## config.mk

```make
export PLATFORM = sky130hd
export DESIGN_NAME = pipeline_ctrl
export DESIGN_NICKNAME = d
export VERILOG_FILES = /design/src/rtl/pipeline_ctrl_pkg.sv /design/src/rtl/pipeline_ctrl_hazard_unit.sv /design/src/rtl/pipeline_ctrl.sv
export SDC_FILE = /design/constraint.sdc
export NUM_CORES = 1
export LEC_CHECK = 0
export ABC_AREA = 1
export CORE_MARGIN = 3
export CORE_UTILIZATION = 34
export CTS_BUF_LIST = sky130_fd_sc_hd__clkbuf_16
export CTS_CLUSTER_SIZE = 25
export DETAILED_ROUTE_END_ITERATION = 10
export GPL_TIMING_DRIVEN = 1
export PLACE_DENSITY = 0.84
export SETUP_SLACK_MARGIN = 0.1
export SLEW_MARGIN = 15
export SYNTH_ARGS = -nofsm -noshare
export SYNTH_HDL_FRONTEND = slang
export SYNTH_SLANG_ARGS = --single-unit
```

## constraint.sdc

```tcl
create_clock -name clk -period 1.5 [get_ports clk]
set_clock_uncertainty 0.05 [all_clocks]
set_input_delay 0.15 -clock clk [delete_from_list [all_inputs] [get_ports clk]]
set_output_delay 0.15 -clock clk [all_outputs]
set_load 0.02 [all_outputs]
```

## src/rtl/pipeline_ctrl_pkg.sv

```systemverilog
// Shared types and encodings for the pipeline hazard / run-control unit.
package pipeline_ctrl_pkg;

    // Debug run-control states
    typedef enum logic [1:0] {
        ST_RUN    = 2'd0,
        ST_DRAIN  = 2'd1,
        ST_HALTED = 2'd2,
        ST_STEP   = 2'd3
    } state_e;

    // EX operand source selects
    localparam logic [1:0] FWD_REG = 2'b00;
    localparam logic [1:0] FWD_WB  = 2'b01;
    localparam logic [1:0] FWD_MEM = 2'b10;

    // True when a later stage writes a non-zero register that matches src
    function automatic logic reg_hit(input logic [4:0] src, input logic wen, input logic [4:0] dst);
        return wen && (src != 5'd0) && (dst == src);
    endfunction

endpackage

```

## src/rtl/pipeline_ctrl_hazard_unit.sv

```systemverilog
// Purely combinational forwarding selects and hazard stall detection.
module hazard_unit
    import pipeline_ctrl_pkg::*;
(
    input  logic [4:0] rs_D,
    input  logic [4:0] rt_D,
    input  logic [4:0] rs_E,
    input  logic [4:0] rt_E,
    input  logic [4:0] write_reg_E,
    input  logic [4:0] write_reg_M,
    input  logic [4:0] write_reg_W,
    input  logic       reg_write_E,
    input  logic       reg_write_M,
    input  logic       reg_write_W,
    input  logic       mem_to_reg_E,
    input  logic       mem_to_reg_M,
    input  logic       branch_D,
    input  logic       jump_D,
    input  logic       jr_D,
    output logic [1:0] forward_a_E,
    output logic [1:0] forward_b_E,
    output logic       forward_a_D,
    output logic       forward_b_D,
    output logic       hazard_stall
);

    logic lw_stall;
    logic branch_stall;
    logic e_dep;
    logic m_dep;

    // EX operand forwarding; the younger MEM result wins over WB
    always_comb begin
        // NOTE: every output gets a default first so no path leaves it unassigned (no latch).
        forward_a_E = FWD_REG;
        forward_b_E = FWD_REG;
        if (reg_hit(rs_E, reg_write_M, write_reg_M))
            forward_a_E = FWD_MEM;
        else if (reg_hit(rs_E, reg_write_W, write_reg_W))
            forward_a_E = FWD_WB;
        if (reg_hit(rt_E, reg_write_M, write_reg_M))
            forward_b_E = FWD_MEM;
        else if (reg_hit(rt_E, reg_write_W, write_reg_W))
            forward_b_E = FWD_WB;
    end

    // ID branch comparator operands can only be fed from MEM
    always_comb begin
        forward_a_D = reg_hit(rs_D, reg_write_M, write_reg_M);
        forward_b_D = reg_hit(rt_D, reg_write_M, write_reg_M);
    end

    // Load-use and branch-operand stalls; jr only reads rs, so rt is checked for branches only
    always_comb begin
        lw_stall = mem_to_reg_E && (rt_E != 5'd0) && !jump_D &&
                   ((rt_E == rs_D) || (rt_E == rt_D));
        e_dep = reg_hit(rs_D, reg_write_E, write_reg_E) ||
                (branch_D && reg_hit(rt_D, reg_write_E, write_reg_E));
        m_dep = reg_hit(rs_D, mem_to_reg_M, write_reg_M) ||
                (branch_D && reg_hit(rt_D, mem_to_reg_M, write_reg_M));
        branch_stall = (branch_D || jr_D) && (e_dep || m_dep);
        hazard_stall = lw_stall || branch_stall;
    end

endmodule

```

## src/rtl/pipeline_ctrl.sv

```systemverilog
// Hazard and debug run-control unit for the 5-stage MIPS pipeline.
// Optional performance counters are built when PIPE_CTRL_PERF_CNT_EN is defined.
module pipeline_ctrl
    import pipeline_ctrl_pkg::*;
#(
    parameter bit START_HALTED = 1'b0,
    parameter int CNT_W        = 32
) (
    input  logic             clk,
    input  logic             rst_n,
    input  logic [4:0]       rs_D,
    input  logic [4:0]       rt_D,
    input  logic [4:0]       rs_E,
    input  logic [4:0]       rt_E,
    input  logic [4:0]       write_reg_E,
    input  logic [4:0]       write_reg_M,
    input  logic [4:0]       write_reg_W,
    input  logic             reg_write_E,
    input  logic             reg_write_M,
    input  logic             reg_write_W,
    input  logic             mem_to_reg_E,
    input  logic             mem_to_reg_M,
    input  logic             branch_D,
    input  logic             jump_D,
    input  logic             jr_D,
    input  logic             halt_req,
    input  logic             run_req,
    input  logic             step_req,
    input  logic             cnt_clr,
    output logic             stall_F,
    output logic             stall_D,
    output logic             flush_E,
    output logic [1:0]       forward_a_E,
    output logic [1:0]       forward_b_E,
    output logic             forward_a_D,
    output logic             forward_b_D,
    output logic             halted,
    output logic [CNT_W-1:0] cycle_cnt,
    output logic [CNT_W-1:0] stall_cnt
);

    localparam state_e RESET_STATE = START_HALTED ? ST_HALTED : ST_RUN;

    state_e state_q;
    state_e state_d;
    logic   hazard_stall;
    logic   ctl_D;
    logic   halt_pending;
    logic   halt_hold;

    hazard_unit u_hazard (
        .rs_D         (rs_D),
        .rt_D         (rt_D),
        .rs_E         (rs_E),
        .rt_E         (rt_E),
        .write_reg_E  (write_reg_E),
        .write_reg_M  (write_reg_M),
        .write_reg_W  (write_reg_W),
        .reg_write_E  (reg_write_E),
        .reg_write_M  (reg_write_M),
        .reg_write_W  (reg_write_W),
        .mem_to_reg_E (mem_to_reg_E),
        .mem_to_reg_M (mem_to_reg_M),
        .branch_D     (branch_D),
        .jump_D       (jump_D),
        .jr_D         (jr_D),
        .forward_a_E  (forward_a_E),
        .forward_b_E  (forward_b_E),
        .forward_a_D  (forward_a_D),
        .forward_b_D  (forward_b_D),
        .hazard_stall (hazard_stall)
    );

    // Run-control state register
    always_ff @(posedge clk or negedge rst_n) begin
        // NOTE: state flops use non-blocking assignment so all flops update from pre-edge values.
        if (!rst_n) state_q <= RESET_STATE;
        else        state_q <= state_d;
    end

    // Next state; request priority run > halt > step
    always_comb begin
        ctl_D   = branch_D || jump_D || jr_D;
        state_d = state_q;
        case (state_q)
            ST_RUN: begin
                if (halt_req && !run_req) state_d = ctl_D ? ST_DRAIN : ST_HALTED;
            end
            ST_DRAIN: begin
                if (run_req)     state_d = ST_RUN;
                else if (!ctl_D) state_d = ST_HALTED;
            end
            ST_HALTED: begin
                if (run_req)       state_d = ST_RUN;
                else if (step_req) state_d = ST_STEP;
            end
            ST_STEP: begin
                // The stepped instruction only leaves ID once its hazard clears
                if (run_req)            state_d = ST_RUN;
                else if (!hazard_stall) state_d = ST_DRAIN;
            end
            default: state_d = RESET_STATE;
        endcase
    end

    // Freeze fetch/decode only when no control transfer sits in ID
    always_comb begin
        halt_pending = (state_q == ST_DRAIN) ||
                       ((state_q == ST_RUN) && halt_req && !run_req);
        halt_hold    = (state_q == ST_HALTED) || (halt_pending && !ctl_D);
        stall_F      = hazard_stall || halt_hold;
        stall_D      = stall_F;
        flush_E      = stall_F;
    end

    assign halted = (state_q == ST_HALTED);

`ifdef PIPE_CTRL_PERF_CNT_EN
    logic [CNT_W-1:0] cycle_cnt_q;
    logic [CNT_W-1:0] cycle_cnt_d;
    logic [CNT_W-1:0] stall_cnt_q;
    logic [CNT_W-1:0] stall_cnt_d;

    // Saturating counters over non-halted cycles; clear wins over increment
    always_comb begin
        cycle_cnt_d = cycle_cnt_q;
        stall_cnt_d = stall_cnt_q;
        if (cnt_clr) begin
            cycle_cnt_d = '0;
            stall_cnt_d = '0;
        end else if (!halt_hold) begin
            if (cycle_cnt_q != '1) cycle_cnt_d = cycle_cnt_q + 1'b1;
            if (hazard_stall && (stall_cnt_q != '1)) stall_cnt_d = stall_cnt_q + 1'b1;
        end
    end

    // Counter registers
    always_ff @(posedge clk or negedge rst_n) begin
        // NOTE: counters are plain flops, not memory, so they take the async reset.
        if (!rst_n) begin
            cycle_cnt_q <= '0;
            stall_cnt_q <= '0;
        end else begin
            cycle_cnt_q <= cycle_cnt_d;
            stall_cnt_q <= stall_cnt_d;
        end
    end

    assign cycle_cnt = cycle_cnt_q;
    assign stall_cnt = stall_cnt_q;
`else
    logic unused_cnt_clr;
    assign unused_cnt_clr = cnt_clr;
    assign cycle_cnt      = '0;
    assign stall_cnt      = '0;
`endif

endmodule

```

==> tab_implementation.tex <==
\begin{tabular}{lr}
\hline
Metric & Value \\
\hline
\multicolumn{2}{l}{\textbf{Run status}} \\
Outcome & finished, violations left \\
Violations in the final reports & setup timing \\
\multicolumn{2}{l}{\textbf{GRT}} \\
Sum of overflow across all layers after global routing & 0 \\
Pin count of the biggest net entering global routing & 6 \\
Initial antenna violation count & 0 \\
First-pass GRT wire length & 8901 µm \\
Via count of the first global-routing pass & between 1500 and 2000 \\
Overall global routing resource usage & 20.83\% \\
\multicolumn{2}{l}{\textbf{Pwr}} \\
Seq pwr share & 5.4\% \\
Power Dens Cells & 741.9 nW/µm² \\
Combinational share of power & 75.0\% \\
Design internal power & around 1100 µW \\
Reported leakage power & 0.001484 µW \\
Clk network pwr share & 19.6\% \\
Switching fraction of total power & 46.39\% \\
Switching power summed over all nets & 945.1 µW \\
Worst VDD drop & about 0.37 mV \\
\multicolumn{2}{l}{\textbf{Synth}} \\
Average footprint of a synthesized cell & 5.594 µm² \\
Mapped cell area & approximately 1600 µm² \\
Instance count of the mapped netlist & about 280 \\
Sequential-to-total area share from yosys stat & 3.218\% \\
Synthesized flop and latch total & 2 \\
Ys Warns & 0 \\
Number of distinct library cell variants in the gate-level netlist after synthesis & 29 \\
\multicolumn{2}{l}{\textbf{Finish}} \\
Count of antenna diodes in the layout & 0 \\
Fraction of final layout cells with drive strength greater than 1 & 45.36\% \\
Largest registers & state\_q (2) \\
Max FFs per register & 2 \\
Area taken by flip-flops and latches & 50.05 µm² \\
Area taken by multi-input logic gates & 1415 µm² \\
Filler cell count in the final layout & between 300 and 400 \\
Most used cells in the layout excluding fill and tap cells & 64 x sky130\_fd\_sc\_hd\_\_nand2\_1, 64 x sky130\_fd\_sc\_hd\_\_conb\_1, 59 x sky130\_fd\_sc\_hd\_\_buf\_4 \\
Number of cells in the finished layout apart from fillers & 438 \\
Register bank with the most flops & state\_q \\
Layout Nets & 439 \\
Syn-to-layout area delta & 76.59\% \\
\multicolumn{2}{l}{\textbf{Clocking}} \\
H-Tree Depth & 1 \\
Count of hold-fix buffers inserted at cts & 0 \\
Buffer levels on the longest clock path & 2 \\
Clock latency of the later-clocked register in the worst-skew pair & 220 ps \\
Number of buffers created by CTS & 3 \\
CTS clock-pin slew for the worst setup and hold paths & 30 ps \\
TritonCTS clock tree & built \\
CTS sink count & 2 \\
Master cell of the clock root buffer & sky130\_fd\_sc\_hd\_\_clkbuf\_16 \\
\multicolumn{2}{l}{\textbf{Hold path}} \\
Hold Path Class & primary input to asynchronous set/reset pin \\
\multicolumn{2}{l}{\textbf{Setup path}} \\
Critical path, cell by cell & buf\_4, inv\_4, nand2\_2, nand2\_2, nor2\_1, nand3\_1, nor2\_1, nor2\_1, nand2\_2, nand2\_2, nand2\_2, a21oi\_2, nand2\_2, buf\_6 \\
Most numerous cell on the critical path & sky130\_fd\_sc\_hd\_\_nand2\_2 \\
Critical path's largest stage delay & 160 ps \\
Element type at the critical path end & primary output \\
Slowest library cell on the worst path & sky130\_fd\_sc\_hd\_\_nor2\_1 \\
Data arrival at the endpoint of the critical path & 1420 ps \\
Worst setup path category & primary input to primary output \\
Req. time, crit path & 1300 ps \\
Worst setup SP type & primary input \\
Critical Path Fanout Max & 4 \\
\multicolumn{2}{l}{\textbf{STA}} \\
Hold Slack & 48.45 ps \\
Max frequency & 617.1 MHz \\
Crit path setup slack, layout & -120.4 ps \\
Setup repair after global routing missed its margin & yes \\
Max-slew violation count & 0 \\
Hold violation total from the final report & 0 \\
Fin crit share & 108.0\% \\
Final Critical Period & 1620 ps \\
Final setup vio count & 3 \\
\multicolumn{2}{l}{\textbf{Place}} \\
Detail Placement HPWL & approximately 4200 µm \\
Number of instances in the placed design & 422 \\
Routability-driven placement congestion ratio & 0.8436 \\
Port bufs & 57 \\
\multicolumn{2}{l}{\textbf{Drt}} \\
Count of nets left with antenna violations after detail routing & 0 \\
Aggregate routed wire length & 6755 µm \\
Number of vias in the routed layout & 2142 \\
Remaining routing DRC violations & 0 \\
Violation count after the first detailed-routing iteration & between 200 and 250 \\
Routed WL per cell & 15.42 µm \\
DRT Pass-1 Iters & 4 \\
Via density per instance & 4.890 \\
\multicolumn{2}{l}{\textbf{Die}} \\
Std cell rows & 23 \\
Number of I/O pins & $\sim$120 \\
Height of the chip & 73.64 µm \\
CORE AREA & 4202 µm² \\
Initial Utilization & between 30 and 40\% \\
Total die area & about 5400 µm² \\
Die X-Extent & between 70 and 80 µm \\
\multicolumn{2}{l}{\textbf{Job}} \\
Max-cap violation count & 0 \\
\hline
\end{tabular}
synthesized netlist by cell type (all sizes together):
master | n | area (µm²)
nand3b | 1 | 7.510
buf | 70 | 515.5
clkinv | 1 | 3.750
o21ai | 5 | 25.02
conb | 1 | 3.750
nor3 | 5 | 25.02
or2 | 1 | 6.260
a211o | 1 | 8.760
a21oi | 7 | 38.79
o22ai | 7 | 43.79
o2111ai | 3 | 26.28
nand2 | 78 | 300.3
nand3 | 14 | 70.07
dfrtp | 2 | 50.05
a211oi | 1 | 7.510
nor2 | 22 | 82.58
nor4 | 2 | 18.77
o211ai | 1 | 7.510
xor2 | 7 | 61.31
a221oi | 2 | 17.52
o21bai | 1 | 7.510
inv | 35 | 131.4
xnor2 | 11 | 96.34
power by group through the flow:
stage / Combinational (µW) / Clock, µW / Sequential (µW)
after floorplan: 808 / 0 / 105
after global placement: 1170 / 0 / 98.4
after detailed placement: 1200 / 0 / 101
after CTS: 1270 / 402 / 101
after global routing: 1630 / 417 / 115
final: 1530 / 399 / 110
per-layer routing:
metal,vias up,GRT usage (%),wire length [µm]
met3,52,3.830,578
li1,962,-,-
met4,0,10.66,431
met5,-,0,0
met1,981,23.69,2344
met2,147,36.61,3401
layout make-up:
cell class | instances | area share (%)
tap | 50 | 2.278
timing repair buffer | 114 | 35.54
clock buffer | 3 | 2.733
sequential | 2 | 1.822
inverter | 36 | 6.105
multi-input combinational | 233 | 51.53
cells by family (layout without fill, tap and decap cells):
logic type             after synthesis  after routing  share of synthesized area (%)
AND/OR/NAND/NOR                    123            123                          32.82
buffers and inverters              106            153                          41.83
AO/OA/AOI/OAI                       28             28                          11.75
XOR/XNOR                            18             18                          10.14
flip-flops                           2              2                          3.218
other                                1             64                         0.2411
worst max-delay path: cells and delay by family:
kind                   cells  cell delay (ps)
AND/OR/NAND/NOR           10              930
buffers and inverters      3              300
AO/OA/AOI/OAI              1               40
path summary, 6_finish.rpt:
check | slack [ps] | end | cells past startpoint | from
min | 50 | state_q[0] | 1 | rst_n
max reg2reg | 90 | state_q[0] | 9 | state_q[1]
min in group clk | 680 | forward_b_E[0] | 4 | reg_write_W
max in group asynchronous | 1230 | state_q[1] | 1 | rst_n
max | -120 | stall_D | 14 | rt_D[2]
min reg2reg | 700 | state_q[1] | 4 | state_q[1]
what timing repair did:
| item | CTS | global route |
|---|---|---|
| buffers inserted | 10 | 7 |
| gates resized for setup | 261 | 65 |
| endpoints found under the setup margin | 12 | 9 |
| pin swaps | 40 | 39 |
| hold endpoints to repair | 0 | 0 |
metrics by stage:
| step | setup WS [ps] | TNS [ps] | total power [µW] | instance area [µm²] | utilization [%] |
|---|---|---|---|---|---|
| detailed placement | -928.1 | -8320 | 1299 | 2280 | 54.26 |
| global placement | -887.2 | -7796 | 1265 | 2280 | 54.26 |
| CTS | 13.39 | 0 | 1774 | 2534 | 60.30 |
| floorplan | 79.31 | 0 | 913.2 | 1848 | - |
| global route | -213.2 | -692.7 | 2160 | 2746 | 65.37 |
| finish | -120.4 | -357.7 | 2037 | 2746 | 65.37 |
(Power assumes the default switching activity.)
==> patch 1, RTL diff (same settings) <==
The parameter `CNT_W` goes from 32 to 36.
--- a/src/rtl/pipeline_ctrl.sv
+++ b/src/rtl/pipeline_ctrl.sv
@@ -4,7 +4,7 @@
     import pipeline_ctrl_pkg::*;
 #(
     parameter bit START_HALTED = 1'b0,
-    parameter int CNT_W        = 32
+    parameter int CNT_W        = 36
 ) (
     input  logic             clk,
     input  logic             rst_n,
Interface: changed (resized cycle_cnt and stall_cnt); port bits go from 123 to 131. No check against the original RTL was run, so the function may have changed too.
==> patch 1 against the original RTL <==
Synthesized area grew 3.9%. Highest routed layer unchanged. Setup slack gained 0.11 ns. Register-to-register slack gained 0.03 ns. Critical path type unchanged. The run still ends with negative setup slack left. Total power shrank 6.8%. Critical path depth grew 1. Routed wire length shrank 16%. Sequential cell count is the same. Final area shrank 1.6%. First-iteration DRC count shrank 27%.
==> patch 1: results (changes against the original RTL) <==
GRT
  – Total GRT Usage: 17.8% (-3.0 points)
  – Number of global-route vias before repair: 1806 (-8.6%)
  – Global-route wire length before repair: 7890 um (-11%)
  – Largest net degree at the start of global routing: 6 (unchanged)
  – Initial antenna violation count: 0 (unchanged)

STA
  – Setup TNS: -0.0250 ns (+0.333 ns)
  – Setup WS post-layout: -0.00858 ns (+0.112 ns)
  – Final setup viols: 3 (unchanged)

Yosys
  – Part of the Yosys area used for sequential elements: 3.10% (-0.12 points)
  – Cells after Synth: 286 (+2.9%)
  – Area contributors post-synth: buf_4 34%, nand2_1 17%, inv_1 6.0%
  – Synthesized flop and latch total: 2 (unchanged)
  – Synth warn: 0 (unchanged)
  – Synth cell types: 29 (unchanged)
  – Post-synth ARST share: 100% (unchanged)
  – Leading cell types by count after synthesis: 75 x nand2_1, 74 x buf_4, 26 x inv_1

Routing
  – Vias/cell: 4.52 (-7.6%)
  – DR iter-0 viols: 159 (-27%)
  – Wire per inst: 12.8 um (-17%)
  – Drt pass-1 iters: 4 (unchanged)

Clock tree
  – Worst skew pair latency: 0.22 ns (about the same)
  – CTS Buffer Depth: 2 (unchanged)
  – H-tree levels: 1 (unchanged)
  – CTS root buf: clkbuf_16

Power and ir drop
  – Leak: 1.46 nW (-1.8%)
  – Psw: 0.867 mW (-8.3%)
  – Max VDD drop: 405 uV (+8.8%)

Finish
  – Reg area: 50.0 um^2 (unchanged)
  – Buffer share of cell area: 34.8% (-0.77 points)
  – Post-route cell area: 2700 um^2 (-1.6%)
  – Non-clock buffer count: 108 (-5.3%)
  – Number of logic inverters in the finished layout: 36 (unchanged)
  – Fill count: 372 (+12%)
  – # clk buffers: 3 (unchanged)
  – Ant diodes: 0 (unchanged)
  – Multi-input gate area: 1400 um^2 (-1.3%)
  – Largest regs: state_q (2)
  – Post-route insts no fill: 442 (+0.91%)
  – Clk cell area share: 2.78% (+0.044 points)
  – Multi-Input Combinational: 241 (+3.4%)
  – Layout cells sized above 1: 44.6% (-0.75 points)

Die
  – Core footprint: 4470 um^2 (+6.5%)
  – Die area: 5610 um^2 (+3.5%)

Placement
  – Final Wtd Congestion: 0.880 (+4.3%)
  – Port Buf Inserts: 57 (unchanged)
  – Post-DP HPWL: 4130 um (-2.6%)
  – Placed instance area: 2310 um^2 (+1.4%)
  – Inst Count DP: 432 (+2.4%)
  – Post-Place Setup Slack: -0.923 ns (+0.00550 ns)

Critical path
  – Critical-path top delay cell: buf_4
  – Worst-path maximum fanout: 3 (-1)
  – Slowest stage delay, CP: 0.13 ns (-0.03 ns)
  – CP top delay family: simple AND/OR/NAND/NOR gates
  – Critical Path AT: 1.31 ns (-0.11 ns)

Worst hold path
  – Hold Path Class: primary input to async pin

Outcome
  – Failing checks: negative setup slack
  – Status: complete, but fails checks
==> patch 1: cell count changes in the layout (fill, tap and decap cells not counted), sizes merged <==
cell,change
clkdlybuf4s15,-1
inv,-1
dlygate4sd2,-1
buf,-4
clkinv,+1
conb,+8
==> patch 1: kinds of logic after synthesis <==
| family | share of synthesized area (%) |
|---|---|
| xor gates and xnor gates | 9.76 |
| and+or+nand+nor | 31.6 |
| buffers and inverters | 44.0 |
| AOI/OAI and AO/OA | 11.3 |
| other | 0.232 |
| DFF | 3.10 |
==> patch 1: metal layers <==
metal | part of all wire [%] | global-route usage (%)
met4 | 4.5 | 6.52
met3 | 7.9 | 2.67
met2 | 52 | 33.0
met1 | 35 | 20.5
met5 | 0 | 0
==> patch 1: worst paths after layout <==
check                          startpoint         end  slack, ns  cells after the start
max                        write_reg_E[3]     flush_E     -0.009                     15
min                                 rst_n  state_q[0]       0.05                      1
max reg2reg                    state_q[0]  state_q[0]       0.12                      8
min reg2reg                    state_q[1]  state_q[1]       0.59                      3
max in group asynchronous           rst_n  state_q[1]       1.23                      1
min in group clk                 branch_D  state_q[1]       0.58                      8
==> patch 1: what timing repair did <==
item	in CTS	in global routing
pin swaps	44	32
gates resized for setup	272	65
gates cloned	0	0
setup buffers	7	1
setup endpoints to repair	12	11
==> patch 1: power by group through the flow <==
stage / logic [mW] / clock network, mW / registers, mW
final: 1.38 / 0.412 / 0.104
after global routing: 1.50 / 0.422 / 0.104
after CTS: 1.28 / 0.416 / 0.100
after detailed placement: 1.21 / 0 / 0.0998
after global placement: 1.18 / 0 / 0.0980
after floorplan: 0.841 / 0 / 0.105
==> patch 2, RTL diff (same settings) <==
Without the edit above. Encoding of `state_e`: now one-hot (4 bits for 4 states).
--- a/src/rtl/pipeline_ctrl_pkg.sv
+++ b/src/rtl/pipeline_ctrl_pkg.sv
@@ -2,11 +2,11 @@
 package pipeline_ctrl_pkg;
 
     // Debug run-control states
-    typedef enum logic [1:0] {
-        ST_RUN    = 2'd0,
-        ST_DRAIN  = 2'd1,
-        ST_HALTED = 2'd2,
-        ST_STEP   = 2'd3
+    typedef enum logic [3:0] {
+        ST_RUN    = 4'b0001,
+        ST_DRAIN  = 4'b0010,
+        ST_HALTED = 4'b0100,
+        ST_STEP   = 4'b1000
     } state_e;
 
     // EX operand source selects
Formal check against the unedited RTL: same outputs for any inputs over 10 cycles, from zero or initial values and one cycle with rst_n low; not proved beyond that.
==> patch 2 against the original RTL <==
The run still ends with negative setup slack left. First-iteration DRC count shrank 47%. Synthesized area grew 5.6%. Setup slack lost 0.086 ns. Count of clock-buffer cells in the layout is the same. Routed wire length shrank 7.8%. Total power shrank 3.6%. Clock power grew 6.5%. Die area grew 5.1%. Sequential cell count grew 2. Final area grew 2.6%. Worst hold slack gained 0.023 ns. Sequential power grew 57%. Critical path type is now flop to output pin. Critical endpoint is now stall_F. Largest cell class unchanged.
==> patch 2: results (changes against the original RTL) <==
Outcome
  – Status: complete, but fails checks
  – Failing checks: negative setup slack

STA
  – Setup WS post-layout: -0.206 ns (-0.0859 ns)
  – Final setup viols: 5 (+2)
  – Setup TNS: -0.925 ns (-0.567 ns)

Routing
  – Via count: 2060 (-3.8%)
  – Met3 WL post-DR: 442 um (-24%)
  – Met2 wire length: 3240 um (-4.9%)
  – DRT met1 WL: 2320 um (-1.1%)
  – Wire per inst: 14.0 um (-9.5%)
  – DR iter-0 viols: 117 (-47%)

Yosys
  – Compound-Gate Fraction of Synth Area: 8.92% (-2.8 points)
  – Mux cell area share after synthesis: 0.610% (+0.61 points)
  – Leading cell types by count after synthesis: 73 x nand2_1, 67 x buf_4, 35 x inv_1
  – Synthesized area: 1640 um^2 (+5.6%)
  – Synthesized flop and latch total: 4 (+2)
  – Part of the Yosys area used for sequential elements: 6.17% (+3.0 points)
  – Xor/xnor cell area share of the yosys netlist: 12.3% (+2.1 points)
  – Area contributors post-synth: buf_4 31%, nand2_1 17%, inv_1 8.0%
  – Synth cell types: 30 (+3.4%)

Placement
  – Post-DP HPWL: 4170 um (-1.6%)
  – Final Wtd Congestion: 0.852 (+1.0%)
  – Port Buf Inserts: 57 (unchanged)
  – Placed instance area: 2340 um^2 (+2.9%)

Critical path
  – Reg2reg path depth: 6 (-3)
  – Worst reg-to-reg setup slack: -0.20 ns (-0.29 ns)
  – WS Path Type: flop to output pin
  – Worst-path maximum fanout: 3 (-1)
  – CP top delay family: flip-flops
  – Critical Path AT: 1.51 ns (+0.09 ns)
  – Crit path capture: stall_F
  – Reg2reg start: state_q[0]
  – Slowest stage delay, CP: 0.52 ns (+0.36 ns)
  – Critical-path top delay cell: dfstp_2
  – Worst r2r dst: state_q[2]

GRT
  – Largest net degree at the start of global routing: 8 (+2)
  – Number of global-route vias before repair: 2045 (+3.5%)
  – Total GRT Usage: 20.3% (-0.56 points)
  – Global-route wire length before repair: 8970 um (+0.78%)

Finish
  – Final nets: 444 (+1.1%)
  – Fill count: 347 (+4.5%)
  – Multi-Input Combinational: 237 (+1.7%)
  – Clk cell area share: 2.80% (+0.065 points)
  – Number of logic inverters in the finished layout: 36 (unchanged)
  – Largest regs: state_q (4)
  – Seq area share: 3.60% (+1.8 points)
  – Multi-input gate area: 1450 um^2 (+2.3%)
  – Non-clock buffer count: 113 (-0.88%)
  – Layout cells sized above 1: 44.2% (-1.2 points)
  – Buffer share of cell area: 34.6% (-0.97 points)

Power and ir drop
  – Max VDD drop: 310 uV (-17%)
  – Comb pwr share: 69.5% (-5.5 points)
  – Clk. pwr: 0.425 mW (+6.5%)
  – Leak: 1.55 nW (+4.4%)
  – Pint: 1.09 mW (-0.40%)

Clock tree
  – CTS Buffer Depth: 2 (unchanged)
  – Post-CTS setup buffer count: 12 (+2)
  – Post-CTS Resized: 240 (-8.0%)
patch 2: cell count changes in the layout (fill, tap and decap cells not counted), moves of 4 or more:
cell	unedited run	this run
buf_4	59	53
buf_6	21	15
buf_8	4	8
inv_1	10	18
nand3_1	9	5
nand3_2	2	6
nor2_2	3	9
xnor2_2	1	5
patch 2: metrics by stage:
stage | hold slack [ns] | setup WS (ns) | instances | total power, mW | util [%]
after global placement | 0.309 | -0.926 | 428 | 1.07 | 52.1
after global routing | 0.0850 | -0.264 | 446 | 2.06 | 62.5
final | 0.0710 | -0.206 | 446 | 1.96 | 62.5
after floorplan | -0.196 | 0.0453 | 347 | 0.845 | -
after CTS | 0.0751 | -0.201 | 443 | 1.72 | 59.1
after detailed placement | 0.314 | -0.972 | 428 | 1.10 | 52.1
patch 2: per-layer routing:
metal	global-route usage [%]	vias to the layer above
met1	22.8	932
met3	3.43	28
met5	0	-
met2	36.9	126
li1	-	974
met4	9.51	0
